--- src/rtl/mult_stream_controller.sv ---
// Valid/ready front end for the registered 32x32 signed multiplier wrapper:
// sequences operand capture, the output-register enable and the result hand-off.
module mult_stream_controller #(
  parameter int MUL_LATENCY = 1,
  parameter int CNT_WIDTH   = 16
) (
  input  logic                  clk,
  input  logic                  resetN,
  input  logic                  flush,
  input  logic                  inValid,
  output logic                  inReady,
  input  logic signed [31:0]    inA,
  input  logic signed [31:0]    inB,
  output logic signed [31:0]    opA,
  output logic signed [31:0]    opB,
  output logic                  enableA,
  output logic                  enableB,
  output logic                  enableOut,
  output logic                  clearMul,
  input  logic signed [63:0]    productIn,
  output logic                  outValid,
  input  logic                  outReady,
  output logic signed [63:0]    outProduct,
  output logic [CNT_WIDTH-1:0]  txnCount
);

  localparam logic [1:0] IDLE = 2'd0;
  localparam logic [1:0] WAIT = 2'd1;
  localparam logic [1:0] CAPT = 2'd2;
  localparam logic [1:0] HOLD = 2'd3;

  // A single-cycle multiplier skips WAIT entirely; otherwise WAIT lasts MUL_LATENCY-1 cycles.
  localparam int         WAIT_INIT_INT = (MUL_LATENCY > 1) ? (MUL_LATENCY - 2) : 0;
  localparam logic [3:0] WAIT_INIT     = WAIT_INIT_INT[3:0];
  localparam logic [1:0] LAUNCH_STATE  = (MUL_LATENCY == 1) ? CAPT : WAIT;

  logic [1:0]           r_state;
  logic [3:0]           r_waitCnt;
  logic                 r_clearMul;
  logic [CNT_WIDTH-1:0] r_txnCount;

  logic                 w_acc;
  logic                 w_done;
  logic [1:0]           w_nextState;
  logic [3:0]           w_nextWait;

  assign inReady    = !r_clearMul && ((r_state == IDLE) || ((r_state == HOLD) && outReady));
  assign w_acc      = inValid && inReady;
  assign w_done     = (r_state == HOLD) && outReady;

  assign enableA    = w_acc;
  assign enableB    = w_acc;
  assign enableOut  = (r_state == CAPT);
  assign outValid   = (r_state == HOLD);
  assign clearMul   = r_clearMul;
  assign opA        = inA;
  assign opB        = inB;
  assign outProduct = productIn;
  assign txnCount   = r_txnCount;

  always_comb begin
    w_nextState = r_state;
    w_nextWait  = r_waitCnt;
    case (r_state)
      IDLE: begin
        if (w_acc) begin
          w_nextState = LAUNCH_STATE;
          w_nextWait  = WAIT_INIT;
        end
      end
      WAIT: begin
        if (r_waitCnt == 4'd0) begin
          w_nextState = CAPT;
        end else begin
          w_nextWait = r_waitCnt - 4'd1;
        end
      end
      CAPT: w_nextState = HOLD;
      HOLD: begin
        if (w_done) begin
          if (w_acc) begin
            w_nextState = LAUNCH_STATE;
            w_nextWait  = WAIT_INIT;
          end else begin
            w_nextState = IDLE;
          end
        end
      end
      default: w_nextState = IDLE;
    endcase
    // Flush wins over any accept or completion seen in the same cycle.
    if (flush) begin
      w_nextState = IDLE;
      w_nextWait  = 4'd0;
    end
  end

  always_ff @(posedge clk or negedge resetN) begin
    if (!resetN) begin
      r_state    <= IDLE;
      r_waitCnt  <= 4'd0;
      r_clearMul <= 1'b1;
      r_txnCount <= '0;
    end else begin
      r_state    <= w_nextState;
      r_waitCnt  <= w_nextWait;
      r_clearMul <= flush;
      if (w_done && !flush) begin
        r_txnCount <= r_txnCount + CNT_WIDTH'(1);
      end
    end
  end

endmodule

--- config.mk ---
export PLATFORM = sky130hd
export DESIGN_NAME = mult_stream_controller
export DESIGN_NICKNAME = d
export VERILOG_FILES = /design/src/rtl/mult_stream_controller.sv
export SDC_FILE = /design/constraint.sdc
export NUM_CORES = 1
export LEC_CHECK = 0
export ABC_AREA = 0
export CAP_MARGIN = 5
export CORE_AREA = 2 2 110 112
export CTS_BUF_LIST = sky130_fd_sc_hd__clkbuf_4
export DETAILED_ROUTE_END_ITERATION = 8
export DIE_AREA = 0 0 112 114
export HOLD_SLACK_MARGIN = 0.02
export PLACE_DENSITY_LB_ADDON = 0.1
export SYNTH_ARGS = -nofsm -noshare
export SYNTH_HDL_FRONTEND = slang
export SYNTH_SLANG_ARGS = --single-unit
export TNS_END_PERCENT = 100
--- constraint.sdc ---
create_clock -name clk -period 1.95 [get_ports clk]
set_clock_uncertainty 0.05 [all_clocks]
set_input_delay 0.2925 -clock clk [delete_from_list [all_inputs] [get_ports clk]]
set_output_delay 0.2925 -clock clk [all_outputs]
set_load 0.03 [all_outputs]
**Word level (Yosys, flattened, before mapping)**

Cells that the tools add are included.

- Logic and storage cells: 36
- Input bits: 133
- Output and inout bits: 150
- Register bits after elaboration: 23

- Reduce and logical (&&, ||, !) cells: 12
- Multiplexer cells: 11
- Add/sub/neg operators: 2
- Eq/ne operators: 7

Operator list:

| kind | count |
|---|---|
| 16-bit by 1-bit adder with 16-bit output, second input constant | 1 |
| 4-bit 2-to-1 mux | 4 |
| 4-bit one-hot mux with 3 select lines | 1 |
| 2-bit 2-to-1 mux | 5 |
| 3-bit inequality test, second input constant | 3 |
| 2-bit one-hot mux with 4 select lines | 1 |
| 3-bit AND reduction | 2 |
| 2-bit == test, second input constant | 2 |
| 1-bit logical AND | 4 |
| 4-bit zero test | 1 |
| 4-bit nonzero test | 1 |
| 4-bit by 1-bit subtractor with 4-bit output, second input constant | 1 |
| 3-bit by 2-bit inequality test with 1-bit output, second input constant | 1 |
| 2-bit by 1-bit == test with 1-bit output, second input constant | 1 |
| 1-bit zero test | 2 |
| 2-bit zero test | 1 |
| 1-bit logical OR | 1 |

**Longest topological paths before layout**

Gate-level depths: netlist of run 1.

- Depth in word-level cells: 9
- Depth in mapped cells: 7
- Gate-level depth less buffers: 6

**Least setup slack after synthesis of run 1**

OpenSTA, ideal clock, no wires.

- Path kind: reg-to-output
- Start point: reg r_state[0]
- End point: out enableB
- Buffers on the path: 2
- Arrival time: 1.711 ns
- Stages on the path, launching flop included: 7
- Path slack: -0.104 ns
- Required time: 1.607 ns
- Path through: dfrtp_1 -> buf_2 -> and2_1 -> nand2_1 -> o21a_1 -> nor2_1 -> buf_4

- Word-level cells in the longest chain between the ends: 5
- Elaborated cells between the ends (all ways): 6
- Those cells by class: eq/ne: 1; reduce/logical: 5

RTL lines:

| what | line | RTL |
|---|---|---|
| from (decl) | 37 | `logic [1:0] r_state;` |
| from (signal assigned) | 105 | `r_state <= w_nextState;` |
| 2-bit == test | n/a |  |
| net outValid | 21 | `output logic outValid,` |
| 1-bit logical AND | 47 | `assign inReady = !r_clearMul && ((r_state == IDLE) \|\| ((r_state == HOLD) && outReady));` |
| 1-bit logical OR | 47 |  |
| 1-bit logical AND | 47 |  |
| 1-bit logical AND | 48 | `assign w_acc = inValid && inReady;` |
| to (decl) | 17 | `output logic enableB,` |

The timed path passes the listed nets, and every way through them passes these cells.

**Final worst setup path of run 1**

- Start point: reg r_txnCount[4] (netlist: txnCount[4])
- End point: out txnCount[4]

RTL lines:

| what | line | RTL |
|---|---|---|
| from (decl) | 40 | `logic [CNT_WIDTH-1:0] r_txnCount;` |
| from (signal assigned) | 109 | `r_txnCount <= r_txnCount + CNT_WIDTH'(1);` |
| to (decl) | 24 | `output logic [CNT_WIDTH-1:0] txnCount` |

No word-level cell between the ends.

==> results of run 1 <==
[routing by layer]
| layer | vias to the layer above | GRT usage | part of all wire |
|---|---|---|---|
| met5 | - | 0 | 0 |
| met4 | 0 | 0.0390 | 0.049 |
| met3 | 26 | 0.0367 | 0.14 |
| met2 | 72 | 0.0861 | 0.46 |
| met1 | 452 | 0.0524 | 0.36 |
| li1 | 429 | - | - |
[sequential cells by signal (all words and copies together) (netlist names)]
register   flops
clearMul       1
r_waitCnt      4
r_state        2
txnCount      16
[synth_stat cells, types with 3 or more instances]
library cell    n  area [um^2]
nand4_1         6         37.5
inv_1           4         15.0
ha_1            3         37.5
nand3_1         6         30.0
xnor2_1        15          131
dfrtp_1        22          551
nor2_1          7         26.3
buf_4         131          983
nand2_1        11         41.3
a21oi_1         3         15.0
nand2b_1        3         18.8
[timing repair]
action / 4_1_cts / 5_1_grt
cloned: 0 / 0
pin swaps: 0 / 0
hold endpoints to repair: 0 / 0
setup endpoints to repair: 3 / 1
gates resized for setup: 5 / 1
[power by group through the flow]
stage          Combinational (mW)  Sequential [mW]  Clock (mW)
2_1_floorplan               0.550            0.543           0
3_3_place_gp                0.149            0.531           0
3_5_place_dp                0.149            0.530           0
4_1_cts                     0.147            0.522       0.247
5_1_grt                     0.156            0.524       0.272
6_report                    0.142            0.520       0.226
[cells by family (layout without fill, tap and decap cells)]
logic type / after synthesis / after routing / share of synthesized area
multiplexers: 2 / 2 / 0.0102
adder cells (fa/ha/maj): 3 / 3 / 0.0180
AO/OA/AOI/OAI: 10 / 10 / 0.0294
flip-flops: 23 / 23 / 0.277
XOR/XNOR: 16 / 16 / 0.0672
AND/OR/NAND/NOR: 45 / 45 / 0.115
buffers and inverters: 137 / 39 / 0.483
[layout make-up]
type,count,area (um^2),share of cell area
inverters,4,15.0,0.00940
flip-flops and latches,23,579,0.363
multi-input cells,76,503,0.315
well taps,147,184,0.115
clock inverters,1,5.00,0.00313
clock buffers,3,22.5,0.0141
repair buffers,31,289,0.181
[worst min-delay path by stage]
stage / slack (ns) / cells after the start / to / start
after detailed placement: 0.44 / 1 / txnCount[12] / txnCount[12]
after floorplan: -0.05 / 0 / r_state[0] / resetN
after global routing: 0.29 / 2 / txnCount[14] / resetN
final: 0.28 / 2 / txnCount[13] / resetN
after CTS: 0.27 / 2 / txnCount[13] / resetN
after global placement: 0.44 / 1 / txnCount[12] / txnCount[12]
==> results.yml, run 1 <==
worst_setup_path:
  path_depth: 1
  path_class: "flip-flop to output pin"
  r2r_start: "r_waitCnt[0]"
  cp_max_fo: 6
  slowest_stage: "clkdlybuf4s50_1"
  crit_family: "buffers and inverters"
  worstPathRequired_ns: 1.61
  endpoint: "txnCount[4]"
  r2r-end: "r_state[1]"
  arrival_ns: 1.50
  max_stage_delay_ns: 0.71
  crit_path_start_kind: "flip-flop"
  ff2ff_path_depth: 6
  crit_chain: "clkdlybuf4s50_1"
  crit_buf_inv: 1
  r2r_slack_ns: 0.36
  crit_path_start: "txnCount[4]"
  worstSetupEndpointType: "output pin"
cts:
  clkTransAtPathRegs_ns: 0.13
  cts_tree: "yes"
  cts_root_buffer: "clkbuf_4"
  clk_latency_ns: 0.31
  holdBufCountCts: 0
  cts_buffers: 3
  ctsHtreeMaxLevel: 1
  cts_setup_buffers: 0
  clkSinkCount: 23
  clock_path_buffers: 2
finish:
  layout-drive-gt1-share: 0.138
  final_cell_mix: "dfrtp_1 (20), clkdlybuf4s50_1 (19), xnor2_1 (15)"
  final_common_cell: "dfrtp_1"
  final_area_mm2: 0.00160
  fin_nets: 275
  instances_no_fill: 285
  n_antenna_cell: 0
  fin_util: 0.136
  fillCellCount: 1361
  syn_to_final_growth_pct: -23.4
routing:
  wl_per_cell_um: 12.5
  avgViaCountPerCell: 3.44
  wl_um: 3560
  vias: 979
  drt_first_pass_iters: 5
  detailedRoute.firstIterationViolations: 45
  drc: 0
  route.antenna.remaining_nets: 0
global_routing:
  first_global_vias: 1035
  grt_max_degree: 24
  grt_use_total: 0.0551
  grt_overflow: 0
  grt_pass1_wl_um: 5530
  antenna_found_initial: 0
sta:
  fmax_mhz: 541
  finalWorstSetupSlack_ns: 0.103
  worst_pin_slew_ns: 0.321
  drv_slew: 0
  setup_tns_ns: 0
  setup_viol: 0
  slew-limit-headroom: 0.786
  min_period_ns: 1.85
  finalCritPeriodShare: 0.947
  hold_ws_ns: 0.277
  finalHoldViolations: 0
floorplan:
  core_mm2: 0.0117
  dieArea_mm2: 0.0128
  boundaryPins: 283
  start_util: 0.178
  die_w_um: 112
  rows: 40
  die_h_um: 114
synthesis:
  avgSynthCellArea_um2: 8.84
  synth_edf_count: 0
  synth.net_count: 372
  synth_cells: 236
  synth-warning-count: 0
  synth_area_mm2: 0.00209
  ys_ff_latch: 23
  synth-main-ff-cell: "dfrtp_1"
  yosysSeqAreaShare: 0.277
  async_flop_share: 1.00
  synthDistinctLibCells: 29
min_path:
  hp-class: "input port to async pin"
pwr:
  power_frac_comb: 0.160
  max-vdd-ir-drop_mv: 0.197
  total_power_uw: 888
  p_sw_uw: 257
  p_int_uw: 631
  powerDensity_mw_per_mm2: 556
  p_leak_nw: 0.646
  clockPowerShare: 0.255
  sw_frac_of_total: 0.290
  seqPwrFrac: 0.585
placement:
  dp.cells: 281
  dp_hpwl_um: 2790
  placed_area_mm2: 0.00157
  port_buffers: 26
  dpl_worst_slack_ns: 0.0415
  globalplace.congestion: 0.659
job:
  maxCapViolCount: 0
run_status:
  outcome: "finished clean"
No activity file was read; power rests on OpenSTA's default activity.
==> inputs of run 2 (changes only) <==
--- a/config.mk
+++ b/config.mk
@@ -6,7 +6,7 @@
 export NUM_CORES = 1
 export LEC_CHECK = 0
 export ABC_AREA = 0
-export CAP_MARGIN = 5
+export CAP_MARGIN = 20
 export CORE_AREA = 2 2 110 112
 export CTS_BUF_LIST = sky130_fd_sc_hd__clkbuf_4
 export DETAILED_ROUTE_END_ITERATION = 8
==> results of run 2 <==
No change in the layout: final DEF, timing and power equal those of run 1.
==> inputs of run 3 (changes only) <==
==> constraint.sdc (replaced) <==
create_clock -name clk -period 2.2 [get_ports clk]
set_clock_uncertainty 0.05 [all_clocks]
set_input_delay 0.33 -clock clk [delete_from_list [all_inputs] [get_ports clk]]
set_output_delay 0.33 -clock clk [all_outputs]
set_load 0.03 [all_outputs]
==> run 3 against run 2 <==
Flip-flop and latch count stayed put. Total power shrank 9.8%. Non-clock buffer count is 3 lower. Clock power shrank 4%. Critical path depth rose by 1. First-iteration DRC count down 67%. Cell count fell by 1.1%. Global-route usage is 0.19 points lower. Combinational power down 12%. Sequential power shrank 12%. Clock-buffer cell count up 1.
==> results.yml, run 3 (synthesis results as in run 1) <==
run_status:
  outcome: "finished clean"
placement:
  dp.cells: 278
  port_buffers: 26
  dpl_worst_slack_ns: 0.155
  dp_hpwl_um: 2550
  globalplace.congestion: 0.689
pwr:
  total_power_uw: 801
  powerDensity_mw_per_mm2: 508
  max-vdd-ir-drop_mv: 0.164
  p_leak_nw: 0.620
routing:
  avgViaCountPerCell: 3.41
  route.antenna.remaining_nets: 0
  wl_um: 3390
  drc: 0
  vias: 961
  wl_per_cell_um: 12.0
  drt_first_pass_iters: 4
  detailedRoute.firstIterationViolations: 15
floorplan:
  boundaryPins: 283
  die_h_um: 114
  start_util: 0.178
  die_w_um: 112
  rows: 40
  core_mm2: 0.0117
  dieArea_mm2: 0.0128
cts:
  cts_setup_buffers: 0
  clkTransAtPathRegs_ns: 0.13
  clock_path_buffers: 2
  clkSinkCount: 23
  clk_latency_ns: 0.31
  cts_tree: "yes"
  holdBufCountCts: 0
  cts_root_buffer: "clkbuf_4"
  ctsHtreeMaxLevel: 1
  cts_buffers: 3
  cts-resized-gates: 0
finish:
  layout-drive-gt1-share: 0.104
  fillCellCount: 1344
  fin_nets: 272
  final_cell_mix: "clkdlybuf4s50_1 (22), dfrtp_1 (21), xnor2_1 (15)"
  final_common_cell: "clkdlybuf4s50_1"
  largest_reg_flops: 16
  fin_util: 0.135
  syn_to_final_growth_pct: -24.4
  n_antenna_cell: 0
  instances_no_fill: 282
global_routing:
  first_global_vias: 1039
  grt_use_total: 0.0532
  grt_max_degree: 24
  grt_pass1_wl_um: 5410
  antenna_found_initial: 0
  grt_overflow: 0
worst_setup_path:
  max_stage_delay_ns: 0.67
  ff2ff_path_depth: 4
  crit_chain: "and2_1 > clkdlybuf4s50_1"
  path_class: "flip-flop to output pin"
  worstPathRequired_ns: 1.82
  worstSetupEndpointType: "output pin"
  crit_path_start_kind: "flip-flop"
  arrival_ns: 1.66
  cp_max_fo: 9
  slowest_stage: "clkdlybuf4s50_1"
sta:
  min_period_ns: 2.04
  slew-limit-headroom: 0.643
  finalHoldViolations: 0
  drv_slew: 0
  rsz0062_at_grt: "false"
  setup_viol: 0
  finalWorstSetupSlack_ns: 0.155
  finalCritPeriodShare: 0.929
  fmax_mhz: 489
  worst_pin_slew_ns: 0.530
  setup_tns_ns: 0
job:
  maxCapViolCount: 0
min_path:
  hp-class: "input port to async pin"
==> run 3: routing by layer <==
metal,wire [um],GRT usage,share of wire,vias up
li1,-,-,-,423
met1,1280,0.0534,0.38,441
met2,1510,0.0824,0.45,67
met3,407,0.0319,0.12,30
met4,184,0.0374,0.054,0
met5,0,0,0,-
==> run 3: layout make-up <==
| cell class | count | area [um^2] | area share |
|---|---|---|---|
| Inverter | 4 | 15.0 | 0.00952 |
| Tap cell | 147 | 184 | 0.117 |
| Sequential cell | 23 | 578 | 0.366 |
| Multi-Input combinational cell | 76 | 500 | 0.317 |
| Clock buffer | 4 | 30.0 | 0.0190 |
| Timing Repair Buffer | 28 | 270 | 0.171 |
==> run 3: worst max-delay path: cells and delay by family (launching register included) <==
family / cells / cell delay, ns
buffers and inverters: 1 / 0.67
DFF: 1 / 0.50
and+or+nand+nor: 1 / 0.19
==> run 3: power breakdown <==
group / leakage (nW) / switching, mW / internal [mW]
combinational: 0.287 / 0.0712 / 0.0535
clock: 0.0184 / 0.134 / 0.0831
sequential: 0.314 / 0.0226 / 0.437
total: 0.620 / 0.227 / 0.574
==> run 3: metrics by stage <==
step	hold WS (ns)	area, um^2
6_report	0.310	1580
3_5_place_dp	0.440	1540
3_3_place_gp	0.437	1540
2_1_floorplan	-0.0156	2090
5_1_grt	0.308	1580
4_1_cts	0.308	1570
==> run 3: final timing paths <==
| check | startpoint | to | slack [ns] |
|---|---|---|---|
| hold / removal | resetN | txnCount[11] | 0.31 |
| hold reg to reg | txnCount[12] | txnCount[12] | 0.45 |
| setup reg to reg | txnCount[3] | txnCount[15] | 0.54 |
| setup / recovery | r_state[1] | outValid | 0.16 |
| max in group asynchronous | resetN | clearMul | 1.49 |
| min in group clk | txnCount[12] | txnCount[12] | 0.45 |
